## config.mk

```make
export PLATFORM = sky130hd
export DESIGN_NAME = ttt2_po_capture
export DESIGN_NICKNAME = d
export VERILOG_FILES = /design/src/rtl/ttt2_pkg.sv /design/src/rtl/ttt2_po_fifo.sv /design/src/rtl/ttt2_po_capture.sv
export SDC_FILE = /design/constraint.sdc
export NUM_CORES = 1
export LEC_CHECK = 0
export ABC_AREA = 1
export CAP_MARGIN = 20
export CORE_MARGIN = 2
export CORE_UTILIZATION = 55
export DETAILED_ROUTE_END_ITERATION = 7
export GPL_ROUTABILITY_DRIVEN = 0
export PLACE_DENSITY = 0.81
export REMOVE_ABC_BUFFERS = 1
export SLEW_MARGIN = 20
export SYNTH_ARGS = -nofsm -noshare
export SYNTH_HDL_FRONTEND = slang
export SYNTH_SLANG_ARGS = --single-unit
export TNS_END_PERCENT = 5
```

## constraint.sdc

```tcl
create_clock -name clk -period 3.8 [get_ports clk]
set_input_delay 0.38 -clock clk [delete_from_list [all_inputs] [get_ports clk]]
set_output_delay 0.38 -clock clk [all_outputs]
set_load 0.03 [all_outputs]
```

## src/rtl/ttt2_pkg.sv

```systemverilog
// Shared types for the ttt2 output-capture stage: widths, FSM states and FIFO entry layout.
package ttt2_pkg;

  localparam int PI_W = 24;
  localparam int PO_W = 21;

  typedef enum logic [1:0] {IDLE, CAPTURE, DRAIN} cap_state_t;

  typedef struct packed {
    logic [PO_W-1:0] chg;
    logic [PO_W-1:0] data;
  } cap_entry_t;

endpackage

```

## src/rtl/ttt2_po_fifo.sv

```systemverilog
// Synchronous first-word-fall-through FIFO of tagged capture entries.
// The head output holds the last popped entry while the FIFO is empty.
module ttt2_po_fifo
  import ttt2_pkg::*;
#(
  parameter int DEPTH = 4
) (
  input  logic       clk,
  input  logic       rst,
  input  logic       push,
  input  logic       pop,
  input  cap_entry_t wdata,
  output cap_entry_t rdata,
  output logic       full,
  output logic       empty,
  output logic       last
);

  localparam int AW = $clog2(DEPTH);

  cap_entry_t     mem_q [DEPTH];
  cap_entry_t     hold_q;
  logic [AW:0]    wptr_q;
  logic [AW:0]    rptr_q;
  logic [AW:0]    used;
  logic           do_push;
  logic           do_pop;

  assign do_push = push && !full;
  assign do_pop  = pop && !empty;

  // Extra pointer MSB separates full from empty; wrap-around is silent.
  assign empty = (wptr_q == rptr_q);
  assign full  = (wptr_q[AW-1:0] == rptr_q[AW-1:0]) && (wptr_q[AW] != rptr_q[AW]);
  assign used  = wptr_q - rptr_q;
  assign last  = (used == (AW+1)'(1));
  assign rdata = empty ? hold_q : mem_q[rptr_q[AW-1:0]];

  always_ff @(posedge clk) begin
    if (do_push) mem_q[wptr_q[AW-1:0]] <= wdata;
  end

  always_ff @(posedge clk) begin
    if (rst) begin
      wptr_q <= '0;
      rptr_q <= '0;
      hold_q <= '0;
    end else begin
      if (do_push) wptr_q <= wptr_q + 1'b1;
      if (do_pop) begin
        hold_q <= mem_q[rptr_q[AW-1:0]];
        rptr_q <= rptr_q + 1'b1;
      end
    end
  end

endmodule

```

## src/rtl/ttt2_po_capture.sv

```systemverilog
// Capture stage for the ttt2 outputs: handshake sampling, change-mask tagging,
// FWFT buffering and a MISR signature over each run of N_SAMPLES vectors.
module ttt2_po_capture
  import ttt2_pkg::*;
#(
  parameter int                N_SAMPLES = 16,
  parameter int                DEPTH     = 4,
  parameter int                MISR_W    = 24,
  parameter logic [MISR_W-1:0] MISR_POLY = 24'h80000D,
  parameter logic [MISR_W-1:0] MISR_SEED = 24'h000000
) (
  input  logic                             clk,
  input  logic                             rst,
  input  logic                             start,
  input  logic                             in_valid,
  output logic                             in_ready,
  input  logic [PO_W-1:0]                  po_vec,
  output logic                             out_valid,
  input  logic                             out_ready,
  output logic [PO_W-1:0]                  out_data,
  output logic [PO_W-1:0]                  out_chg,
  output logic [MISR_W-1:0]                misr,
  output logic [$clog2(N_SAMPLES+1)-1:0]   count,
  output logic                             busy,
  output logic                             done
);

  localparam int                CNT_W  = $clog2(N_SAMPLES+1);
  localparam logic [CNT_W-1:0]  N_LAST = CNT_W'(N_SAMPLES - 1);

  cap_state_t          state_q;
  logic [CNT_W-1:0]    count_q;
  logic [MISR_W-1:0]   misr_q;
  logic [PO_W-1:0]     last_vec_q;
  cap_entry_t          wdata;
  cap_entry_t          rdata;
  logic                fifo_full;
  logic                fifo_empty;
  logic                fifo_last;
  logic                accept;
  logic                pop;

  function automatic logic [MISR_W-1:0] misr_next(input logic [MISR_W-1:0] s,
                                                  input logic [PO_W-1:0]   v);
    logic [MISR_W-1:0] fb;
    fb = s[MISR_W-1] ? MISR_POLY : '0;
    return {s[MISR_W-2:0], 1'b0} ^ fb ^ MISR_W'(v);
  endfunction

  // Ready is decoded from state and FIFO pointers only, never from in_valid.
  assign in_ready  = (state_q == CAPTURE) && !fifo_full;
  assign out_valid = !fifo_empty;
  assign accept    = in_valid && in_ready;
  assign pop       = out_valid && out_ready;
  assign busy      = (state_q != IDLE);
  assign done      = (state_q == DRAIN) && (fifo_empty || (pop && fifo_last));

  assign wdata.chg  = po_vec ^ last_vec_q;
  assign wdata.data = po_vec;
  assign out_data   = rdata.data;
  assign out_chg    = rdata.chg;
  assign misr       = misr_q;
  assign count      = count_q;

  ttt2_po_fifo #(.DEPTH(DEPTH)) u_fifo (
    .clk   (clk),
    .rst   (rst),
    .push  (accept),
    .pop   (pop),
    .wdata (wdata),
    .rdata (rdata),
    .full  (fifo_full),
    .empty (fifo_empty),
    .last  (fifo_last)
  );

  always_ff @(posedge clk) begin
    if (rst) begin
      state_q    <= IDLE;
      count_q    <= '0;
      misr_q     <= MISR_SEED;
      last_vec_q <= '0;
    end else begin
      case (state_q)
        IDLE: begin
          if (start) begin
            state_q    <= CAPTURE;
            count_q    <= '0;
            misr_q     <= MISR_SEED;
            last_vec_q <= '0;
          end
        end
        CAPTURE: begin
          if (accept) begin
            last_vec_q <= po_vec;
            count_q    <= count_q + 1'b1;
            misr_q     <= misr_next(misr_q, po_vec);
            if (count_q == N_LAST) state_q <= DRAIN;
          end
        end
        DRAIN: begin
          if (done) state_q <= IDLE;
        end
        default: state_q <= IDLE;
      endcase
    end
  end

endmodule

```

# --- Word-level counts from Yosys, hierarchy flattened ---
# Memories as Yosys holds them, arrays and structs flattened. A register that Yosys moved wholly into a read port is not among the register bits.
# Index checks and enable logic that the tools add are counted.
word_totals:
  word_cells: 63
  register_bits: 100
  out_inout_bits: 75
  mem_count: 1
  ramBits: 168
  input_bits: 26
memory_table:
  columns: ["memory", "depth", "word_bits", "rd", "rd_ports_with_merged_regs", "write_ports", "line_no", "rtl"]
  rows:
  - ["u_fifo.mem_q", 4, 42, 1, 1, 1, "ttt2_po_fifo.sv:21", "cap_entry_t mem_q [DEPTH];"]
op_classes:
  eq_ne: 11
  reduce_logical: 16
  n_bitwise: 3
  n_addsub: 4
  mux: 20
ops:
  columns: ["operator", "n"]
  rows:
  - ["two-way mux 24 bit", 3]
  - ["case mux 24 bit (2 select lines)", 1]
  - ["two-way mux 21 bit", 2]
  - ["two-way mux 42 bit", 1]
  - ["case mux 21 bit (2 select lines)", 1]
  - ["XOR 24 x 21 -> 24 bit", 1]
  - ["XOR 24 bit", 1]
  - ["XOR 21 bit", 1]
  - ["two-way mux 2 bit", 6]
  - ["two-way mux 5 bit", 2]
  - ["case mux 5 bit (2 select lines)", 1]
  - ["logical AND 1 bit", 8]
  - ["adder 3 x 1 -> 3 bit, second input constant", 2]
  - ["case mux 2 bit (3 select lines)", 1]
  - ["adder 5 x 1 -> 5 bit, second input constant", 1]
  - ["equality test 5 x 4 -> 1 bit, second input constant", 1]
  - ["!= test 2 x 1 -> 1 bit, second input constant", 2]
  - ["!= test 2 bit, second input constant", 2]
  - ["AND reduction 4 bit", 1]
  - ["nonzero test 2 bit", 2]
  - ["equality test 3 x 1 -> 1 bit, second input constant", 1]
  - ["equality test 3 bit", 1]
  - ["AND reduction 3 bit", 1]
  - ["subtractor 3 bit", 1]
  - ["other kinds (8)", 10]

# --- Logic depth before layout (Yosys ltp) ---
depth:
  ltp_word: 8
  mapped_depth: 12
  ltp_nobuf: 10

# --- Modules after synthesis ---
# From an unflattened synthesis, not the netlist that was laid out.
hier_totals:
  cells_unflattened: 1490
  hier_area_um2: 12389.4
by_module_without_submodules:
  columns: ["module", "area_per_inst_um2", "seq_area_each_um2", "instances", "cells_each"]
  rows:
  - ["ttt2_po_fifo", 9571.7, 6045.8, 1, 1050]
  - ["ttt2_po_capture", 2817.7, 1041.0, 1, 440]

# --- Worst setup path before layout ---
# No wires, ideal clock.
synth_path:
  path_kind: "register to register"
  startpoint: "register u_fifo.wptr_q[0]"
  endpoint: "memory u_fifo.mem_q[3][0] (netlist bit), enable pin"
  required_ns: 3.357
  t_arrival_ns: 2.973
  setup_time_ns: 0.443
  slack_ns: 0.384
  period_less_slack_ns: 3.416
  stages_incl_launch_ff: 9
  path_buffers: 1
  path_cell_list: "dfxtp_1 > inv_1 > ha_1 > nand2_1 > inv_1 > nand2_1 > nand3_2 > buf_2 > nor2_1"
synth_via:
  elab_chain_len: 8
synth_lines:
  columns: ["item", "line_no", "rtl"]
  rows:
  - ["start, declared", "ttt2_po_fifo.sv:23", "logic [AW:0] wptr_q;"]
  - ["start signal, assigned", "ttt2_po_fifo.sv:49", "if (do_push) wptr_q <= wptr_q + 1'b1;"]
  - ["equality test 2 bit", "ttt2_po_fifo.sv:34", "assign full = (wptr_q[AW-1:0] == rptr_q[AW-1:0]) && (wptr_q[AW] != rptr_q[AW]);"]
  - ["logical AND 1 bit", "ttt2_po_fifo.sv:34", null]
  - ["zero test 1 bit", "ttt2_po_fifo.sv:29, ttt2_po_capture.sv:51", null]
  - ["logical AND 1 bit", "ttt2_po_capture.sv:51", "assign in_ready = (state_q == CAPTURE) && !fifo_full;"]
  - ["logical AND 1 bit", "ttt2_po_capture.sv:53", "assign accept = in_valid && in_ready;"]
  - ["logical AND 1 bit", "ttt2_po_fifo.sv:29", "assign do_push = push && !full;"]
  - ["two-way mux 1 bit", "ttt2_po_fifo.sv:40", "if (do_push) mem_q[wptr_q[AW-1:0]] <= wdata;"]
  - ["two-way mux 1 bit (implied by the code)", "ttt2_po_fifo.sv:40", null]
  - ["end, declared", "ttt2_po_fifo.sv:21", null]
# Several ways; a longest one is shown, not always the timed one.

==> results.toml <==
[critical_path]
timing.critical_path.buf_inv = 2
startpoint_type = "register"
rr_startpoint = "u_fifo.wptr_q[0]$_SDFFE_PP0P_"
required_ps = 3420
critPathTopFamily = "buffers and inverters"
crit-reg2reg-capture = "u_fifo.mem_q[1][35]$_DFFE_PP_"
cp_num_cells = 6
slowest_delay_ps = 660
critPathKind = "register to output port"
rr_worst_depth = 8
timing.critical_path.slowest_stage_cell = "clkdlybuf4s50_1"
critical_path.max_fanout = 84
timing.critical_path.mode_cell = "nand2_1"
reg2reg_setup_slack_ps = 1220
path_cells = "buf_4 > o21ai_0 > o22ai_1 > nand2_1 > nand2_1 > clkdlybuf4s50_1"
crit_path_end = "out_chg[7]"
arrival_ps = 2950
worst_setup_path_end_kind = "output port"

[power]
maximum_vdd_drop_mv = 0.407
power_after_layout_mw = 8.42
leakage_nw = 4.88
power_density_nw_per_um2 = 648

[drt]
firstDrtPassIters = 7
drcViolationCount = 0
detail_route.wl_per_cell_um = 17.9
drt_iter0_markers = 749
post_drt_via_cell_ratio = 5.63
drt.antenna.violating_nets = 0
drt-total-wl_um = 26400
vias = 8309

[yosys]
synth.cell_area_um2 = 10900
ys_warn_count = 0
cell_count_after_synthesis = 1105
synthesized_flop_and_latch_total = 270
synth.lib_cells_used.distinct = 25
yosysSeqAreaShare_pct = 64.8
syn_area_per_cell_um2 = 9.89

[timing]
worst_pin_slew_ps = 868
layout_min_cycle_time_ps = 3330
max_freq_mhz = 300
final_hold_viols = 0
unrepaired_setup_endpoints_after_global_routing = "false"
relSlewSlack_pct = 42.2
finalMaxSlewViolations = 0
setup-violations-final = 0
timing.clock.skew_ps = 18.1
post_route_fraction_of_the_period_consumed_by_the_critical_path_pct = 87.7

[placed_design]
place.detailed.hpwl_um = 15000
numPortBuffers = 100

[clocking]
cts.repair.resized = 0
clk_root_buffer_cell = "clkbuf_16"
ctsHoldBuffers = 0
cts_buf_count = 27
cts-root-to-sink-buffers = 3
cts_max_level = 1
clkSinkCount = 270
clock_slew_seen_by_the_registers_of_the_worst_setup_and_hold_paths_ps = 60
count_of_buffers_added_by_post_cts_timing_repair_for_setup = 0
cts_tree = "done"
clk-insertion-delay-late_ps = 540

[cells_and_area]
fin_nets = 1226
drive_gt1_share_pct = 7.93
fill_cell_count = 1440
area_delta_synth_final_pct = 18.8
finish.utilization_pct = 66.7
multi_input_comb_area_um2 = 3460
num_antenna_cells = 0
final-seq-area_um2 = 7090

[outcome]
run_status = "complete, no violations"

[die]
starting_density_pct = 56.2
std_cell_rows = 51
fp.coreArea_um2 = 19500
design.portCount = 101
floorplan.die_area_um2 = 21000
die_width_um = 145
die-height_um = 145

[global_route]
grt_usage_pct = 24.6
global_route_wire_length_before_repair_um = 41800
first_global_vias = 8198
globalRouteOverflowTotal = 0
antenna_found_initial = 0
maximum_number_of_pins_on_one_net_before_global_route_repair = 85

[job]
drv_cap = 0

[min_path]
min_path_type = "register to register"
worst min-delay path by stage:
stage / startpoint / to / slack, ps / depth (start not counted)
finish: last_vec_q[10]$_SDFFE_PP0P_ / last_vec_q[10]$_SDFFE_PP0P_ / 480 / 2
global route: last_vec_q[3]$_SDFFE_PP0P_ / last_vec_q[3]$_SDFFE_PP0P_ / 490 / 2
CTS: last_vec_q[10]$_SDFFE_PP0P_ / last_vec_q[10]$_SDFFE_PP0P_ / 480 / 2
detailed placement: last_vec_q[1]$_SDFFE_PP0P_ / last_vec_q[1]$_SDFFE_PP0P_ / 470 / 2
global placement: last_vec_q[12]$_SDFFE_PP0P_ / last_vec_q[12]$_SDFFE_PP0P_ / 460 / 2
floorplan: last_vec_q[0]$_SDFFE_PP0P_ / last_vec_q[0]$_SDFFE_PP0P_ / 450 / 2
worst reg2reg max path, stage by stage (launching register included):
cell and delay [ps]:
dfxtp_1 360, inv_1 100, ha_1 300, nand2_1 70
inv_1 60, nand2_1 80, nand3_2 320, nor2_4 680
buf_12 290
metal layers:
| layer | vias to the layer above | part of all wire [%] | track usage [%] |
|---|---|---|---|
| li1 | 3936 | - | - |
| met5 | - | 0 | 0 |
| met3 | 36 | 6.7 | 3.40 |
| met4 | 0 | 1.5 | 7.43 |
| met2 | 351 | 50 | 42.9 |
| met1 | 3986 | 42 | 32.2 |
power breakdown:
group | switching (mW) | leakage [nW] | internal [mW]
clock | 1.13 | 0.403 | 1.38
sequential | 0.102 | 2.35 | 3.31
combinational | 1.67 | 2.13 | 0.824
total | 2.90 | 4.88 | 5.52
Yosys cell counts:
cell	n	area [µm²]
buf_4	2	15.0
nand2_4	1	11.3
o21ai_0	173	866
or2_0	1	6.26
clkbuf_1	33	124
o21ai_1	3	15.0
inv_1	22	82.6
a21oi_1	60	300
dfxtp_1	102	2040
buf_1	6	22.5
edfxtp_1	168	5040
o22ai_1	42	263
inv_2	4	15.0
buf_6	5	56.3
nor2_1	222	833
buf_2	20	100
fa_1	1	20.0
ha_1	9	113
nand2_1	197	739
clkinv_1	1	3.75
nand2_2	1	6.26
xor2_1	23	201
nand3_1	7	35.0
nand3_2	1	10.0
a21boi_0	1	7.51
per-stage QoR:
step	area, µm²	std cells	setup TNS (ps)	hold WS, ps	setup WS [ps]
after detailed placement	12200	1426	0	466	1060
after CTS	13000	1476	0	476	453
after floorplan	10600	1039	-539	447	-539
after global routing	13000	1476	0	492	274
final	13000	1476	0	477	466
after global placement	12200	1426	0	459	1140
cell usage in the layout, fill, tap and decap left out:
master,n
a21oi_1,60
nand3_1,6
xor2_1,23
or2_0,1
clkbuf_16,28
nand2_1,197
fa_1,1
inv_6,1
clkbuf_1,7
nand3_2,2
clkinvlp_4,3
edfxtp_1,168
o21ai_0,173
ha_1,9
dfxtp_2,1
inv_2,5
buf_12,4
clkbuf_8,1
clkinv_1,3
inv_1,21
nand2_4,1
o21ai_1,3
nor2_4,4
clkinv_8,1
dfxtp_1,101
nor2_1,218
nand2_2,1
buf_4,37
clkinv_4,1
clkdlybuf4s50_1,81
o22ai_1,42
a21boi_0,1
clkinv_2,6
final cells by class:
class / instances / share of cell area, %
tap: 265 / 2.55
sequential: 270 / 54.6
clock inverter: 14 / 0.723
timing repair buffer: 122 / 9.00
multi-input combinational: 742 / 26.7
clock buffer: 36 / 5.70
inverter: 27 / 0.780
flip-flops by register name, summed over array words and instances (netlist names), named ones only:
signal,cells
last_vec_q,21
count,5
u_fifo.rptr_q,3
u_fifo.hold_q,42
misr,24
u_fifo.wptr_q,3
state_q,2
u_fifo.mem_q,168
cells by family (layout without fill, tap and decap cells):
group | after synthesis | after routing | share of synthesized area (%)
AND/OR/NAND/NOR | 430 | 430 | 15.0
flip-flops | 270 | 270 | 64.8
XOR/XNOR | 23 | 23 | 1.84
AO/OA/AOI/OAI | 279 | 279 | 13.3
adder cells (fa/ha/maj) | 10 | 10 | 1.21
buffers and inverters | 93 | 199 | 3.83
Power figures use the tool's default switching activity.
